## src/rtl/cic_comp_fir_pkg.sv

```systemverilog
// Shared definitions for the CIC compensation FIR: FSM state encodings,
// default coefficients and a constant clog2 helper.
`ifndef __CIC_COMP_FIR_DEFS_INCLUDE__
`define __CIC_COMP_FIR_DEFS_INCLUDE__

package cic_comp_fir_pkg;

  // FSM state encodings
  localparam logic [1:0] IDLE = 2'd0;
  localparam logic [1:0] MAC  = 2'd1;
  localparam logic [1:0] OUT  = 2'd2;

  // Default 7-tap droop-compensation coefficients (sum 1024 for unity DC gain)
  function automatic logic signed [15:0] def_coef(input int unsigned k);
    logic signed [15:0] c;
    case (k)
      0, 6:    c = -16'sd64;
      1, 5:    c = 16'sd128;
      2, 4:    c = -16'sd256;
      3:       c = 16'sd1408;
      default: c = 16'sd0;
    endcase
    return c;
  endfunction

  // Ceiling log2 for elaboration-time widths
  function automatic int unsigned clog2(input int unsigned v);
    int unsigned r;
    r = 0;
    while ((32'd1 << r) < v) r = r + 1;
    return r;
  endfunction

endpackage

`endif

```

## src/rtl/cic_comp_mac.sv

```systemverilog
// Signed multiply-accumulate with synchronous clear and enable.
// Clear has priority over enable; the accumulator is sign-extended from the product.
module cic_comp_mac #(
  parameter int unsigned A_WIDTH   = 12,
  parameter int unsigned B_WIDTH   = 16,
  parameter int unsigned ACC_WIDTH = 31
) (
  input  logic                        i_clk,
  input  logic                        i_rst,
  input  logic                        i_clr,
  input  logic                        i_en,
  input  logic signed [A_WIDTH-1:0]   i_a,
  input  logic signed [B_WIDTH-1:0]   i_b,
  output logic signed [ACC_WIDTH-1:0] o_acc
);

  localparam int unsigned PW = A_WIDTH + B_WIDTH;

  logic signed [PW-1:0]        prod;
  logic signed [ACC_WIDTH-1:0] acc_q, acc_d;

  // Next accumulator value: clear, accumulate or hold
  always_comb begin
    prod  = i_a * i_b;
    acc_d = acc_q;
    if (i_clr) begin
      acc_d = '0;
    end else if (i_en) begin
      acc_d = acc_q + {{(ACC_WIDTH - PW){prod[PW-1]}}, prod};
    end
  end

  // Accumulator register
  always_ff @(posedge i_clk) begin
    if (i_rst) acc_q <= '0;
    else       acc_q <= acc_d;
  end

  assign o_acc = acc_q;

endmodule

```

## src/rtl/cic_comp_fir.sv

```systemverilog
// Sequential CIC droop-compensation FIR: one shared multiplier, one tap per cycle.
// Optional build macro CIC_COMP_FIR_SAT_EN: saturate the scaled result to O_WIDTH
// instead of keeping the low bits (wrap).
module cic_comp_fir
  import cic_comp_fir_pkg::*;
#(
  parameter int unsigned I_WIDTH    = 16,
  parameter int unsigned O_WIDTH    = 16,
  parameter int unsigned TAPS       = 7,
  parameter int unsigned COEF_WIDTH = 12,
  parameter int unsigned SHIFT      = 10
) (
  input  logic                      i_clk,
  input  logic                      i_rst,
  input  logic                      i_en,
  input  logic                      i_valid,
  input  logic signed [I_WIDTH-1:0] i_data,
  output logic signed [O_WIDTH-1:0] o_data,
  output logic                      o_valid,
  output logic                      o_busy,
  output logic                      o_overrun
);

  localparam int unsigned PtrW = clog2(TAPS);
  localparam int unsigned AccW = I_WIDTH + COEF_WIDTH + clog2(TAPS);

  localparam logic signed [AccW-1:0] OMax = {{(AccW - O_WIDTH + 1){1'b0}}, {(O_WIDTH - 1){1'b1}}};
  localparam logic signed [AccW-1:0] OMin = {{(AccW - O_WIDTH + 1){1'b1}}, {(O_WIDTH - 1){1'b0}}};

  logic [1:0]                state_q, state_d;
  logic [PtrW-1:0]           wptr_q, wptr_d;
  logic [PtrW-1:0]           tap_q, tap_d;
  logic signed [I_WIDTH-1:0] dline_q [TAPS];
  logic signed [O_WIDTH-1:0] data_q, data_d;
  logic                      valid_q, valid_d;
  logic                      overrun_q, overrun_d;

  logic                         wr_en, mac_clr, mac_en;
  int unsigned                  rd_sum;
  logic [PtrW-1:0]              rd_idx;
  logic signed [COEF_WIDTH-1:0] coef;
  logic signed [AccW-1:0]       mac_acc, shifted;
  logic signed [O_WIDTH-1:0]    result;

  // Operand select: tap k reads the sample written k strobes ago
  always_comb begin
    rd_sum = 32'(wptr_q) + TAPS - 32'(tap_q) - 1;
    rd_idx = PtrW'(rd_sum % TAPS);
    coef   = COEF_WIDTH'(def_coef(32'(tap_q)));
  end

  cic_comp_mac #(
    .A_WIDTH  (COEF_WIDTH),
    .B_WIDTH  (I_WIDTH),
    .ACC_WIDTH(AccW)
  ) u_mac (
    .i_clk(i_clk),
    .i_rst(i_rst),
    .i_clr(mac_clr),
    .i_en (mac_en),
    .i_a  (coef),
    .i_b  (dline_q[rd_idx]),
    .o_acc(mac_acc)
  );

  // Scale the accumulator (floor shift) and reduce to the output width
  always_comb begin
    shifted = mac_acc >>> SHIFT;
`ifdef CIC_COMP_FIR_SAT_EN
    if (shifted > OMax)      result = O_WIDTH'(OMax);
    else if (shifted < OMin) result = O_WIDTH'(OMin);
    else                     result = O_WIDTH'(shifted);
`else
    result = O_WIDTH'(shifted);
`endif
  end

  // FSM next state; nothing advances while i_en is low
  always_comb begin
    state_d   = state_q;
    wptr_d    = wptr_q;
    tap_d     = tap_q;
    data_d    = data_q;
    valid_d   = valid_q;
    overrun_d = overrun_q;
    wr_en     = 1'b0;
    mac_clr   = 1'b0;
    mac_en    = 1'b0;
    if (i_en) begin
      valid_d = 1'b0;
      case (state_q)
        IDLE: begin
          if (i_valid) begin
            wr_en   = 1'b1;
            wptr_d  = (wptr_q == PtrW'(TAPS - 1)) ? '0 : wptr_q + 1'b1;
            mac_clr = 1'b1;
            tap_d   = '0;
            state_d = MAC;
          end
        end
        MAC: begin
          mac_en = 1'b1;
          if (tap_q == PtrW'(TAPS - 1)) state_d = OUT;
          else                          tap_d   = tap_q + 1'b1;
        end
        OUT: begin
          data_d  = result;
          valid_d = 1'b1;
          state_d = IDLE;
        end
        default: state_d = IDLE;
      endcase
      // A strobe outside IDLE is dropped and flagged
      if (i_valid && (state_q != IDLE)) overrun_d = 1'b1;
    end
  end

  // State registers and delay line
  always_ff @(posedge i_clk) begin
    if (i_rst) begin
      state_q   <= IDLE;
      wptr_q    <= '0;
      tap_q     <= '0;
      data_q    <= '0;
      valid_q   <= 1'b0;
      overrun_q <= 1'b0;
      for (int i = 0; i < TAPS; i++) dline_q[i] <= '0;
    end else begin
      state_q   <= state_d;
      wptr_q    <= wptr_d;
      tap_q     <= tap_d;
      data_q    <= data_d;
      valid_q   <= valid_d;
      overrun_q <= overrun_d;
      if (wr_en) dline_q[wptr_q] <= i_data;
    end
  end

  assign o_data    = data_q;
  assign o_valid   = valid_q;
  assign o_busy    = (state_q != IDLE);
  assign o_overrun = overrun_q;

endmodule

```

## config.mk

```make
export PLATFORM = sky130hd
export DESIGN_NAME = cic_comp_fir
export DESIGN_NICKNAME = d
export VERILOG_FILES = /design/src/rtl/cic_comp_fir_pkg.sv /design/src/rtl/cic_comp_mac.sv /design/src/rtl/cic_comp_fir.sv
export SDC_FILE = /design/constraint.sdc
export NUM_CORES = 1
export LEC_CHECK = 0
export BUFFER_PORTS_ARGS = -buffer_cell sky130_fd_sc_hd__buf_4
export CAP_MARGIN = 40
export CORE_MARGIN = 2
export CORE_UTILIZATION = 57
export CTS_CLUSTER_DIAMETER = 80
export DETAILED_ROUTE_END_ITERATION = 8
export PLACE_DENSITY = 0.86
export SYNTH_ARGS = -nofsm -noshare
export SYNTH_HDL_FRONTEND = slang
export SYNTH_SLANG_ARGS = --single-unit
```

## constraint.sdc

```tcl
create_clock -name i_clk -period 10.3 [get_ports i_clk]
set_clock_uncertainty 0.05 [all_clocks]
set_input_delay 2.06 -clock i_clk [delete_from_list [all_inputs] [get_ports i_clk]]
set_output_delay 2.06 -clock i_clk [all_outputs]
set_load 0.05 [all_outputs]
```

## Yosys cells after proc, flatten, opt, wreduce, memory -nomap -nowiden

Memories as Yosys holds them, arrays and structs flattened.
Index checks and enable logic that the tools add are counted.

- Register bits after elaboration: 57
- Logic and storage cells: 65
- Bits of input ports: 20
- Bits in writable memories: 112
- Memories kept: 1
- Output and inout bits: 19

- Add/sub/neg operators: 6
- Div/mod/pow operators: 1
- Multiply operators: 1
- Eq/ne operators: 12
- Reductions and logical operators: 15
- Muxes and demuxes: 22

Memories:

| memory | depth | bits a word | rd ports | clocked after memory_dff | wr ports | RTL line | RTL |
|---|---|---|---|---|---|---|---|
| dline_q | 7 | 16 | 1 | 0 | 7 | cic_comp_fir.sv:33 | `logic signed [I_WIDTH-1:0] dline_q [TAPS];` |

Operators with widths:

| operator | number |
|---|---|
| 12-bit one-hot mux with 4 select lines | 1 |
| 32-bit by 3-bit modulo with 32-bit output, second input constant | 1 |
| 31-bit adder | 1 |
| 12-bit by 16-bit multiplier with 28-bit output | 1 |
| 16-bit two-way mux | 1 |
| 16-bit OR reduction | 1 |
| 3-bit equality test, second input constant | 4 |
| 1-bit two-way mux | 12 |
| 3-bit two-way mux | 4 |
| 2-bit OR reduction | 4 |
| 3-bit by 1-bit adder with 3-bit output, second input constant | 2 |
| 3-bit by 2-bit equality test with 1-bit output, second input constant | 2 |
| 2-bit != test, second input constant | 3 |
| 3-bit one-hot mux with 2 select lines | 1 |
| 3-bit AND reduction | 2 |
| 5-bit by 2-bit subtractor with 6-bit output, second input constant | 1 |
| 4-bit by 3-bit subtractor with 5-bit output | 1 |
| 3-bit by 3-bit adder with 4-bit output, second input constant | 1 |
| 2-bit two-way mux | 2 |
| 2-bit one-hot mux with 2 select lines | 1 |
| 2-bit AND reduction | 2 |
| 4-bit AND reduction | 1 |
| 2-bit nonzero test | 2 |
| 3-bit by 1-bit equality test with 1-bit output, second input constant | 1 |
| 5 further kinds | 5 |

## Logic depth before layout (Yosys ltp)

- Depth in word-level cells: 8
- Mapped depth: 57
- Mapped depth without buffers: 53

## Hierarchy

A second synthesis with hierarchy kept.

- Cell total of the unflattened synthesis: 1,873
- Area, all modules: 17,346.6 um^2

Modules (own cells, without submodules):

| module | area an instance (um^2) | cells each | seq. area each (um^2) | instances |
|---|---|---|---|---|
| cic_comp_mac | 9,618.0 | 1,139 | 620.6 | 1 |
| cic_comp_fir | 7,728.7 | 734 | 4,204.0 | 1 |

## Worst setup path after synthesis

No wires, ideal clock.

- Path type: reg-to-reg
- Start: register tap_q[0]
- End: register u_mac.acc_q[25], in the netlist u_mac.o_acc[25]
- Setup time: 0.070 ns
- Stages on the path, launching flop included: 55
- Path slack: -1.070 ns
- Required time: 10.180 ns
- Period minus slack after synthesis: 11.370 ns
- Arrival time: 11.249 ns
- Path through: dfxtp_1 -> inv_1 -> ha_1 -> inv_1 -> fa_1 -> ha_1 -> clkbuf_1 -> nand2_1 -> a21o_1 -> o21ai_0 -> ha_1 -> nand4bb_1 -> a211oi_1 -> o21ai_0 -> o211ai_1 -> clkbuf_1 -> inv_1 -> ha_1 -> [... 19 more ...] -> o21ai_0 -> a21boi_0 -> o21ai_0 -> nand2_1 -> xor2_1 -> ha_1 -> clkbuf_1 -> nand4_1 -> nand2_1 -> a41oi_1 -> a21oi_1 -> a31o_2 -> a31oi_1 -> or4_1 -> a211oi_1 -> nor2_1 -> a31o_1 -> a21oi_1

- Cells in the longest elaborated chain, start to end: 6
- Elaborated cells between the ends (all ways): 17

RTL lines:

| element | RTL line | RTL |
|---|---|---|
| start, declared | cic_comp_fir.sv:32 | `logic [PtrW-1:0] tap_q, tap_d;` |
| start signal, assigned | cic_comp_fir.sv:131 | `tap_q <= tap_d;` |
| 4-bit by 3-bit subtractor with 5-bit output | cic_comp_fir.sv:47 | `rd_sum = 32'(wptr_q) + TAPS - 32'(tap_q) - 1;` |
| 5-bit by 2-bit subtractor with 6-bit output | cic_comp_fir.sv:47 |  |
| 32-bit by 3-bit modulo with 32-bit output | cic_comp_fir.sv:48 | `rd_idx = PtrW'(rd_sum % TAPS);` |
| memory 7 x 16 bit | n/a |  |
| 12-bit by 16-bit multiplier with 28-bit output * | cic_comp_mac.sv:24 | `prod = i_a * i_b;` |
| 31-bit adder * | cic_comp_mac.sv:29 | `acc_d = acc_q + {{(ACC_WIDTH - PW){prod[PW-1]}}, prod};` |
| end signal, assigned | cic_comp_mac.sv:35 | `if (i_rst) acc_q <= '0;` |
| end signal, assigned | cic_comp_mac.sv:36 | `else acc_q <= acc_d;` |
| end, declared | cic_comp_mac.sv:20 | `logic signed [ACC_WIDTH-1:0] acc_q, acc_d;` |

Mark *: on every way between the ends. The rest lies on a longest branch, timed or not.
A chain may end at the register's enable or synchronous reset.

## Worst setup path after layout

Ends and elaborated chain as after synthesis.

==> results_dict.tcl <==
set metrics [dict create \
    status "complete, but fails checks" \
    violations "setup timing" \
    slowest_delay_ps 620 \
    grt_pass1_vias 9330 \
    vias_per_cell 6.050 \
    syn_avg_cell_area_um2 10.37 \
    synthArstFlopShare_pct 0 \
    final_core_util_pct 68.27 \
    post-route-period-util_pct 102.3 \
    remaining_drc_errors 0 \
    start_util_pct 57.70 \
    worstMarginPinSlew_ps 884.7 \
    grt-ovfl-total 0 \
    firstDrtPassIters 5 \
    die_x_um 149.2 \
    ys.flop_type "edfxtp_1" \
    drt-total-wl_um 30640 \
    synth_top_area_share_pct 27.99 \
    cts_buffer_depth 2 \
    grt_pass1_wl_um 46490 \
    ys_top_cells_by_area "edfxtp_1 (28%), dfxtp_1 (10%), fa_1 (9.8%), ha_1 (9.1%), mux4_2 (5.8%)" \
    fin_area_mm2 0.01422 \
    grt_max_degree 49 \
    drt_iter0_drc 1042 \
    cts_hold_buf 0 \
    antennaDiodeCount 0 \
    syn_to_final_growth_pct 18.33 \
    setup_tns_ps -427.7 \
    fin_crit_ps 10540 \
    fp.dieH_um 149.2 \
    cts.sinks 174 \
    cp.arrival_ps 10840 \
    yosysWarnings 0 \
    coreArea_mm2 0.02082 \
    clk_pin_slew_ps 70 \
    dieArea_mm2 0.02225 \
    start_kind "flip-flop" \
    port_buffers 38 \
    cts_tree "done" \
    synthCells 1158 \
    synth.largest_area_cell "edfxtp_1" \
    num_rows 53 \
    nets 1427 \
    cp_slowest_cell "fa_2" \
    grtUsageTotal_pct 27.00 \
    gp_congestion 0.9035 \
    crit_required_ps 10600 \
    yosysSeqAreaShare_pct 38.33 \
    final_cell_mix "nand2_1 (133), buf_4 (119), edfxtp_1 (112)" \
    final_common_cell "nand2_1" \
    post-place-ws_ps -399.6 \
    finalSetupViolCount 2 \
    fmax_mhz 94.92 \
    clk_latency_ps 440 \
    grt_setup_unrepaired "true" \
    syn_nets 1324 \
    ant_nets 0 \
    endpoint_kind "flip-flop" \
    ys_ff_latch 174 \
    synth_edf_count 112 \
    cts_buffers 17 \
    netlist_area_mm2 0.01201 \
    ios 39 \
    place_area_mm2 0.01298 \
    vias 9372 \
    max-cap-violations 0 \
    drive_above_1_share_pct 22.68 \
    antenna_found_initial 0 \
    synth.distinct_cells 73 \
    fin_ws_ps -235.7 \
    path_class "reg -> reg" \
    maxSlewHeadroom_pct 39.50 \
    drv_slew 0 \
    htree_levels 4 \
    cts_root_buf "clkbuf_16" \
    hold_viol 0 \
    min_path_type "reg -> reg" \
    wl_per_cell_um 19.78 \
    dp_hpwl_um 19710 \
    path_max_fanout 9 \
]
-- through the flow --
step                      std cells  hold WS (ps)
final                          1549         410.2
after global routing           1549         433.5
after CTS                      1527         411.7
after detailed placement       1478         400.7
after global placement         1476         392.9
after floorplan                1158         383.1
-- cell usage after synthesis (13+ instances only) --
cell type	count
or2_2	13
and3_1	23
inv_1	96
nand3_1	13
nor2_1	99
and2_1	90
a21oi_1	80
clkbuf_1	41
xor2_1	13
edfxtp_1	112
nand2_1	134
a21o_1	15
dfxtp_1	62
fa_1	59
xnor2_1	24
o21ai_0	18
mux4_2	31
ha_1	87
-- per-layer routing --
layer | GRT usage, % | share of wire, %
met5 | 0 | 0
met4 | 12.00 | 4.3
met3 | 4.801 | 8.0
met2 | 47.88 | 51
met1 | 32.15 | 37
-- sequential cells by signal, summed over array words and instances, names as in the netlist --
name,flops
state_q,2
o_data,16
u_mac.o_acc,20
dline_q,128
o_overrun,1
o_valid,1
tap_q,3
wptr_q,3
-- critical path: cells and delay by family (launching register included) --
| kind | cells | cell delay [ps] |
|---|---|---|
| AOI/OAI and AO/OA | 18 | 2660 |
| xor gates and xnor gates | 1 | 130 |
| adders and majority gates | 12 | 4200 |
| buffers and inverters | 14 | 1400 |
| DFF | 1 | 330 |
| muxes | 2 | 760 |
| and+or+nand+nor | 7 | 910 |
-- repair_timing --
action	CTS	global route
setup buffers	17	22
endpoints found under the hold margin	0	0
resized for setup	17	43
endpoints found under the setup margin	2	6
pin swaps	13	47
-- final cells by class --
| cell class | instances | area, µm² |
|---|---|---|
| multi-input cells | 837 | 7233 |
| fillers | 1436 | 6606 |
| flip-flops and latches | 174 | 4606 |
| repair buffers | 133 | 1085 |
| clock buffers | 18 | 429.2 |
| inverters | 98 | 370.4 |
| well taps | 275 | 344.1 |
| clock inverters | 14 | 148.9 |
-- worst paths after layout --
| kind | to | depth (start not counted) | start | slack, ps |
|---|---|---|---|---|
| worst max-delay path | u_mac.o_acc[25] | 54 | tap_q[0] | -240 |
| worst min-delay path | o_data[14] | 2 | o_data[14] | 410 |
| worst max register to register | u_mac.o_acc[25] | 54 | tap_q[0] | -240 |
| worst min register to register | o_data[14] | 2 | o_data[14] | 410 |
-- kinds of logic after synthesis --
family                     Yosys count  share of synthesized area, %
adders and majority gates          146                         18.89
xor gates and xnor gates            38                         2.833
DFF                                174                         38.33
AOI/OAI and AO/OA                  184                         9.967
muxes                               50                         8.207
buffers and inverters              147                         4.905
and+or+nand+nor                    419                         16.87
Power is left out: the tool's default activity adds up to more than one toggle a clock period on the data nets, which glitch-free logic cannot reach.
